### config.mk
export PLATFORM = sky130hd
export DESIGN_NAME = memory_stage_unit
export DESIGN_NICKNAME = d
export VERILOG_FILES = /design/src/rtl/memory_stage_unit.sv
export SDC_FILE = /design/constraint.sdc
export NUM_CORES = 1
export LEC_CHECK = 0
export BUFFER_PORTS_ARGS = -buffer_cell sky130_fd_sc_hd__buf_2
export CELL_PAD_IN_SITES_DETAIL_PLACEMENT = 1
export CELL_PAD_IN_SITES_GLOBAL_PLACEMENT = 1
export CORE_MARGIN = 10
export CORE_UTILIZATION = 39
export CTS_BUF_LIST = sky130_fd_sc_hd__clkbuf_16
export CTS_CLUSTER_SIZE = 8
export DETAILED_ROUTE_END_ITERATION = 6
export PLACE_DENSITY = 0.95
export REMOVE_ABC_BUFFERS = 1
export SYNTH_ARGS = -nofsm -noshare
export SYNTH_HDL_FRONTEND = slang
export SYNTH_SLANG_ARGS = --single-unit
export TNS_END_PERCENT = 1
### constraint.sdc
create_clock -name clk -period 2.8 [get_ports clk]
set_input_delay 0.42 -clock clk [delete_from_list [all_inputs] [get_ports clk]]
set_output_delay 0.42 -clock clk [all_outputs]
set_load 0.03 [all_outputs]
### src/rtl/memory_stage_unit.sv
// -----------------------------------------------------------------------------
// memory_stage_unit
//
// Memory stage of the 16-bit pipelined CPU. It consumes the EX/MEM pipeline
// register and produces the MEM/WB register values. Pass ops (no load and no
// store) go straight to MEM/WB in one cycle. Loads and stores run a handshaked
// access on the data-memory port. The stage stalls upstream until the access
// completes or times out.
//
// Parameters
//   TIMEOUT_CYCLES  ACCESS cycles allowed without mem_ready before the access
//                   is aborted (1..255).
//
// Ports
//   clk, rst_n      rising-edge clock, synchronous active-low reset
//   valid_in        EX/MEM holds a real instruction (0 = bubble)
//   wbs_in          writeback enable
//   wme_in          store request (has priority over mm_in)
//   mm_in           load request
//   ALUresult_in    ALU result / word address for loads and stores
//   memData_in      store data
//   stall_out       hold upstream stages and the EX/MEM register (combinational)
//   mem_req/mem_we/mem_addr/mem_wdata   registered data-memory request
//   mem_rdata       read data, valid while mem_ready is high
//   mem_ready       memory completes the current request this cycle
//   wbs_out, result_out, valid_out, err_out   MEM/WB register outputs
// -----------------------------------------------------------------------------
module memory_stage_unit #(
  parameter int TIMEOUT_CYCLES = 15
) (
  input  logic        clk,
  input  logic        rst_n,
  input  logic        valid_in,
  input  logic        wbs_in,
  input  logic        wme_in,
  input  logic        mm_in,
  input  logic [15:0] ALUresult_in,
  input  logic [15:0] memData_in,
  output logic        stall_out,
  output logic        mem_req,
  output logic        mem_we,
  output logic [15:0] mem_addr,
  output logic [15:0] mem_wdata,
  input  logic [15:0] mem_rdata,
  input  logic        mem_ready,
  output logic        wbs_out,
  output logic [15:0] result_out,
  output logic        valid_out,
  output logic        err_out
);

  typedef enum logic [1:0] {
    IDLE     = 2'd0,
    ACCESS   = 2'd1,
    COMPLETE = 2'd2
  } state_t;

  // Last counter value before the access is abandoned.
  localparam logic [7:0] LAST_CNT = 8'(TIMEOUT_CYCLES - 1);

  state_t      state;
  state_t      state_next;
  logic [7:0]  wait_cnt;
  logic        lat_wbs;
  logic [15:0] rdata_q;
  logic        err_q;

  logic mem_op;
  logic pass_op;
  logic timeout_hit;

  assign mem_op      = valid_in & (wme_in | mm_in);
  assign pass_op     = valid_in & ~wme_in & ~mm_in;
  assign timeout_hit = ~mem_ready & (wait_cnt == LAST_CNT);

  // ---------------------------------------------------------------------------
  // State register
  // ---------------------------------------------------------------------------
  // NOTE: sequential state uses non-blocking assignments so every register
  // samples the pre-edge values regardless of process ordering.
  always_ff @(posedge clk) begin
    if (!rst_n) begin
      state <= IDLE;
    end else begin
      state <= state_next;
    end
  end

  // ---------------------------------------------------------------------------
  // Next-state and stall decode
  // ---------------------------------------------------------------------------
  always_comb begin
    // NOTE: every output of this block gets a default first so no path can
    // leave it unassigned and infer a latch.
    state_next = state;
    stall_out  = 1'b0;
    case (state)
      IDLE: begin
        if (mem_op) begin
          stall_out  = 1'b1;
          state_next = ACCESS;
        end
      end
      ACCESS: begin
        stall_out = 1'b1;
        if (mem_ready || timeout_hit) begin
          state_next = COMPLETE;
        end
      end
      COMPLETE: begin
        // Upstream advances on this edge; the held op is not re-issued.
        state_next = IDLE;
      end
      default: begin
        state_next = IDLE;
      end
    endcase
  end

  // ---------------------------------------------------------------------------
  // Request latches, wait counter and MEM/WB register
  // ---------------------------------------------------------------------------
  // mem_addr / mem_we / mem_wdata double as the request latches: they are
  // loaded once on entry to ACCESS and stay stable for the whole access.
  // mem_addr also serves as the latched ALU result returned for stores.
  always_ff @(posedge clk) begin
    if (!rst_n) begin
      // NOTE: every latch is reset, not just the control bits, so outputs
      // are all-zero after reset and nothing stale leaks into MEM/WB.
      wait_cnt   <= 8'd0;
      lat_wbs    <= 1'b0;
      rdata_q    <= 16'd0;
      err_q      <= 1'b0;
      mem_req    <= 1'b0;
      mem_we     <= 1'b0;
      mem_addr   <= 16'd0;
      mem_wdata  <= 16'd0;
      wbs_out    <= 1'b0;
      result_out <= 16'd0;
      valid_out  <= 1'b0;
      err_out    <= 1'b0;
    end else begin
      // Registered from the next state, so there is no combinational path
      // from mem_ready to the memory port.
      mem_req   <= (state_next == ACCESS);
      // valid_out and err_out are single-cycle pulses.
      valid_out <= 1'b0;
      err_out   <= 1'b0;

      case (state)
        IDLE: begin
          if (pass_op) begin
            valid_out  <= 1'b1;
            wbs_out    <= wbs_in;
            result_out <= ALUresult_in;
          end else if (mem_op) begin
            mem_addr  <= ALUresult_in;
            mem_wdata <= memData_in;
            mem_we    <= wme_in;
            lat_wbs   <= wbs_in;
            wait_cnt  <= 8'd0;
            err_q     <= 1'b0;
          end
        end
        ACCESS: begin
          if (mem_ready) begin
            if (!mem_we) begin
              rdata_q <= mem_rdata;
            end
            err_q <= 1'b0;
          end else if (timeout_hit) begin
            err_q <= 1'b1;
          end else begin
            wait_cnt <= wait_cnt + 8'd1;
          end
        end
        COMPLETE: begin
          valid_out <= 1'b1;
          err_out   <= err_q;
          wbs_out   <= lat_wbs & ~err_q;
          if (mem_we) begin
            result_out <= mem_addr;
          end else if (err_q) begin
            result_out <= 16'hFFFF;
          end else begin
            result_out <= rdata_q;
          end
        end
        default: begin
        end
      endcase
    end
  end

endmodule

==> summary.txt <==
Run status
  • Outcome: finished clean

Clock network
  • Num CTS Buffers: 9
  • CTS Sinks: 81
  • Post-CTS setup buffer count: 0
  • H-Tree Level Count: 3
  • Worst-path clk slew: 0.06 ns
  • Hold buffers post-CTS: 0
  • PostCTS Resize Cnt: 0
  • Root Buffer: clkbuf_16
  • Clk Latency, worst-skew pair: 0.33 ns
  • TritonCTS clock tree: built
  • Clock tree buffer depth: 2

Setup path
  • Delay-heaviest family, CP: flip-flops
  • Crit-path slowest cell: dfxtp_1
  • CP endpoint kind: output port
  • CP Class: flip-flop to output port
  • Worst Reg-to-Reg Cells: 3
  • Startpoint Class: flip-flop
  • Worst-path cell chain: buf_4 -> buf_2
  • Reg-to-Reg End: wait_cnt[3]
  • Worst EP arrival: 1.72 ns
  • Critical path peak fanout: 19
  • R2r setup slk: 0.78 ns
  • Required @ worst endpoint: 2.38 ns
  • CP bufs+invs: 2
  • Reg-to-reg startpoint: state[1]
  • Critical Path Max Stage Delay: 0.78 ns

Synthesis
  • Synth Area per Inst: 7.88 um^2
  • Top-area cell type share of the netlist area: 47.6%
  • Warnings from Yosys: 0
  • Post-synth EDFFs: 0
  • Post-Syn Area: 3410 um^2
  • Primary FF master, synth: dfxtp_1
  • Area contributors post-synth: dfxtp_1 (48%), nand2_1 (12%), a21oi_1 (11%)
  • Yosys top cell by area: dfxtp_1
  • Seq/Total Area, Yosys: 47.6%
  • Syn Inst Count: 432
  • Post-synthesis cell type count: 38
  • #FFs+latches synth: 81
  • Async set or reset register ratio after synthesis: 0%

Global route
  • Pin count of the biggest net entering global routing: 42
  • Vias in the first global route: 3,831
  • First-pass GRT wire length: 19.6 mm
  • Total track usage: 18.8%
  • Gr ovfl total: 0
  • Initial antenna violation count: 0

Place
  • Gp weighted congestion: 0.786
  • DP HPWL: 8.43 mm
  • Area post-placement: 3980 um^2
  • Port Buffers: 108

Drt
  • Met2 WL: 6.43 mm
  • Met3 WL: 570 um
  • # DRC: 0
  • 1st-iter DRT viols: 195
  • Routed wire per std cell: 19.1 um
  • Routed WL: 12.2 mm
  • DRT antenna net count: 0
  • Via count: 3,465
  • Wire length on met1: 4.86 mm
  • Drt via density: 5.45
  • Highest metal used: met4
  • Drt pass-1 iters: 5

Hold path
  • HP Class: input pin to flip-flop
  • Hold Path Depth: 3
  • Min-Delay Startpoint: memData_in[9]
  • Hold endpoint: mem_wdata[9]

STA
  • TNS Setup: 0 ns
  • Clock Skews: 0.00414 ns
  • Fin crit share: 76.3%
  • Final Hold Viols: 0
  • Max Fclk: 468 MHz
  • Relative slew slack: 30.3%
  • Final setup viols: 0
  • Min cycle time layout: 2.14 ns
  • Slew @ Worst Pin: 1.04 ns
  • Unrepaired setup endpoints after global routing: false
  • Max-slew violations: 0

Cells and area
  • Most common cell after layout, fill and taps aside: buf_2
  • NumNets Final: 581
  • Synthesis-to-finish area growth: 25.0%
  • Most frequent cells in the layout: buf_2 (108), nand2_1 (106), dfxtp_1 (81), a21oi_1 (72), nor3_1 (34)
  • N_diodes: 0
  • Post-Layout Inst Area: 4260 um^2
  • Share of cells above drive strength 1: 25.9%

Die
  • Starting Density: 39.6%
  • Site row count: 34
  • Die Wd: 113 um
  • Die span in y: 113 um
  • I/O pins: 109
  • Die area: 12,900 um^2
  • Core area: 8590 um^2

Power and ir drop
  • Maximum vdd ir drop: 0.000293 V
  • Leak: 1.78 nW
  • Pwr Density: 660 nW/um^2

Run
  • Number of max-cap violations: 0
-- tightest hold or removal path, cell delays in order --
cell and delay [ns]:
buf_2 0.09, nand2_1 0.05, a21oi_1 0.05
-- layout make-up --
cell class / instances / area [um^2]
fill: 1102 / 4340
timing repair buffer: 117 / 608
multi-input combinational: 310 / 1600
inverter: 5 / 18.8
tap: 108 / 135
sequential: 81 / 1620
clock buffer: 9 / 225
clock inverter: 6 / 52.6
-- synth_stat cells (2+ instances only) --
| cell type | count |
|---|---|
| a2111o_1 | 5 |
| a211oi_1 | 19 |
| a21oi_1 | 72 |
| buf_2 | 9 |
| buf_6 | 4 |
| clkbuf_1 | 23 |
| dfxtp_1 | 81 |
| ha_1 | 2 |
| inv_1 | 4 |
| nand2_1 | 106 |
| nand2b_1 | 2 |
| nand3_1 | 8 |
| nand4_1 | 2 |
| nor2_1 | 19 |
| nor2b_1 | 17 |
| nor3_1 | 34 |
| o2111ai_1 | 3 |
| o21ai_0 | 2 |
-- worst max-delay path by stage --
stage                   end    from  depth (start not counted)
2_1_floorplan   wait_cnt[7]  wme_in                          4
4_1_cts              mem_we  mem_we                          2
3_3_place_gp   mem_wdata[4]  wme_in                          6
3_5_place_dp    mem_addr[1]  wme_in                          6
5_1_grt              mem_we  mem_we                          2
6_report             mem_we  mem_we                          2
-- cell families (layout without fill, tap and decap cells) --
logic type	Yosys count	after routing	synth area share, %
mux	1	1	0.294
compound gates	107	107	19.0
flops	81	81	47.6
buf+inv	41	137	5.73
simple gates	200	200	26.6
fa+ha+maj	2	2	0.735
-- registers in the layout, summed over array words and instances (netlist names) --
| signal | flops |
|---|---|
| valid_out | 1 |
| wbs_out | 1 |
| err_q | 1 |
| state | 2 |
| mem_wdata | 16 |
| result_out | 16 |
| err_out | 1 |
| lat_wbs | 1 |
| mem_req | 1 |
| mem_we | 1 |
| rdata_q | 16 |
| wait_cnt | 8 |
| mem_addr | 16 |
-- per-stage QoR --
| stage | power, mW | setup WS (ns) | std cells | hold WS (ns) | utilization, % |
|---|---|---|---|---|---|
| after floorplan | 1.53 | 0.787 | 396 | 0.436 | - |
| after global placement | 1.69 | 0.686 | 621 | 0.442 | 46.3 |
| after detailed placement | 1.71 | 0.569 | 621 | 0.450 | 46.3 |
| after CTS | 2.83 | 0.690 | 636 | 0.323 | 49.5 |
| after global routing | 2.93 | 0.606 | 636 | 0.338 | 49.5 |
| final | 2.81 | 0.665 | 636 | 0.328 | 49.5 |
-- per-layer routing --
metal	track usage, %	vias to the layer above
li1	-	1666
met1	20.2	1690
met2	33.8	87
met3	4.93	22
met4	8.29	0
met5	0	-
-- power by group --
part	internal [mW]	switching, mW	leakage (nW)
combinational	0.136	0.294	0.967
clock	0.674	0.446	0.147
sequential	1.21	0.0460	0.661
total	2.02	0.786	1.78
Note: power is estimated with default switching activity, not from simulation.
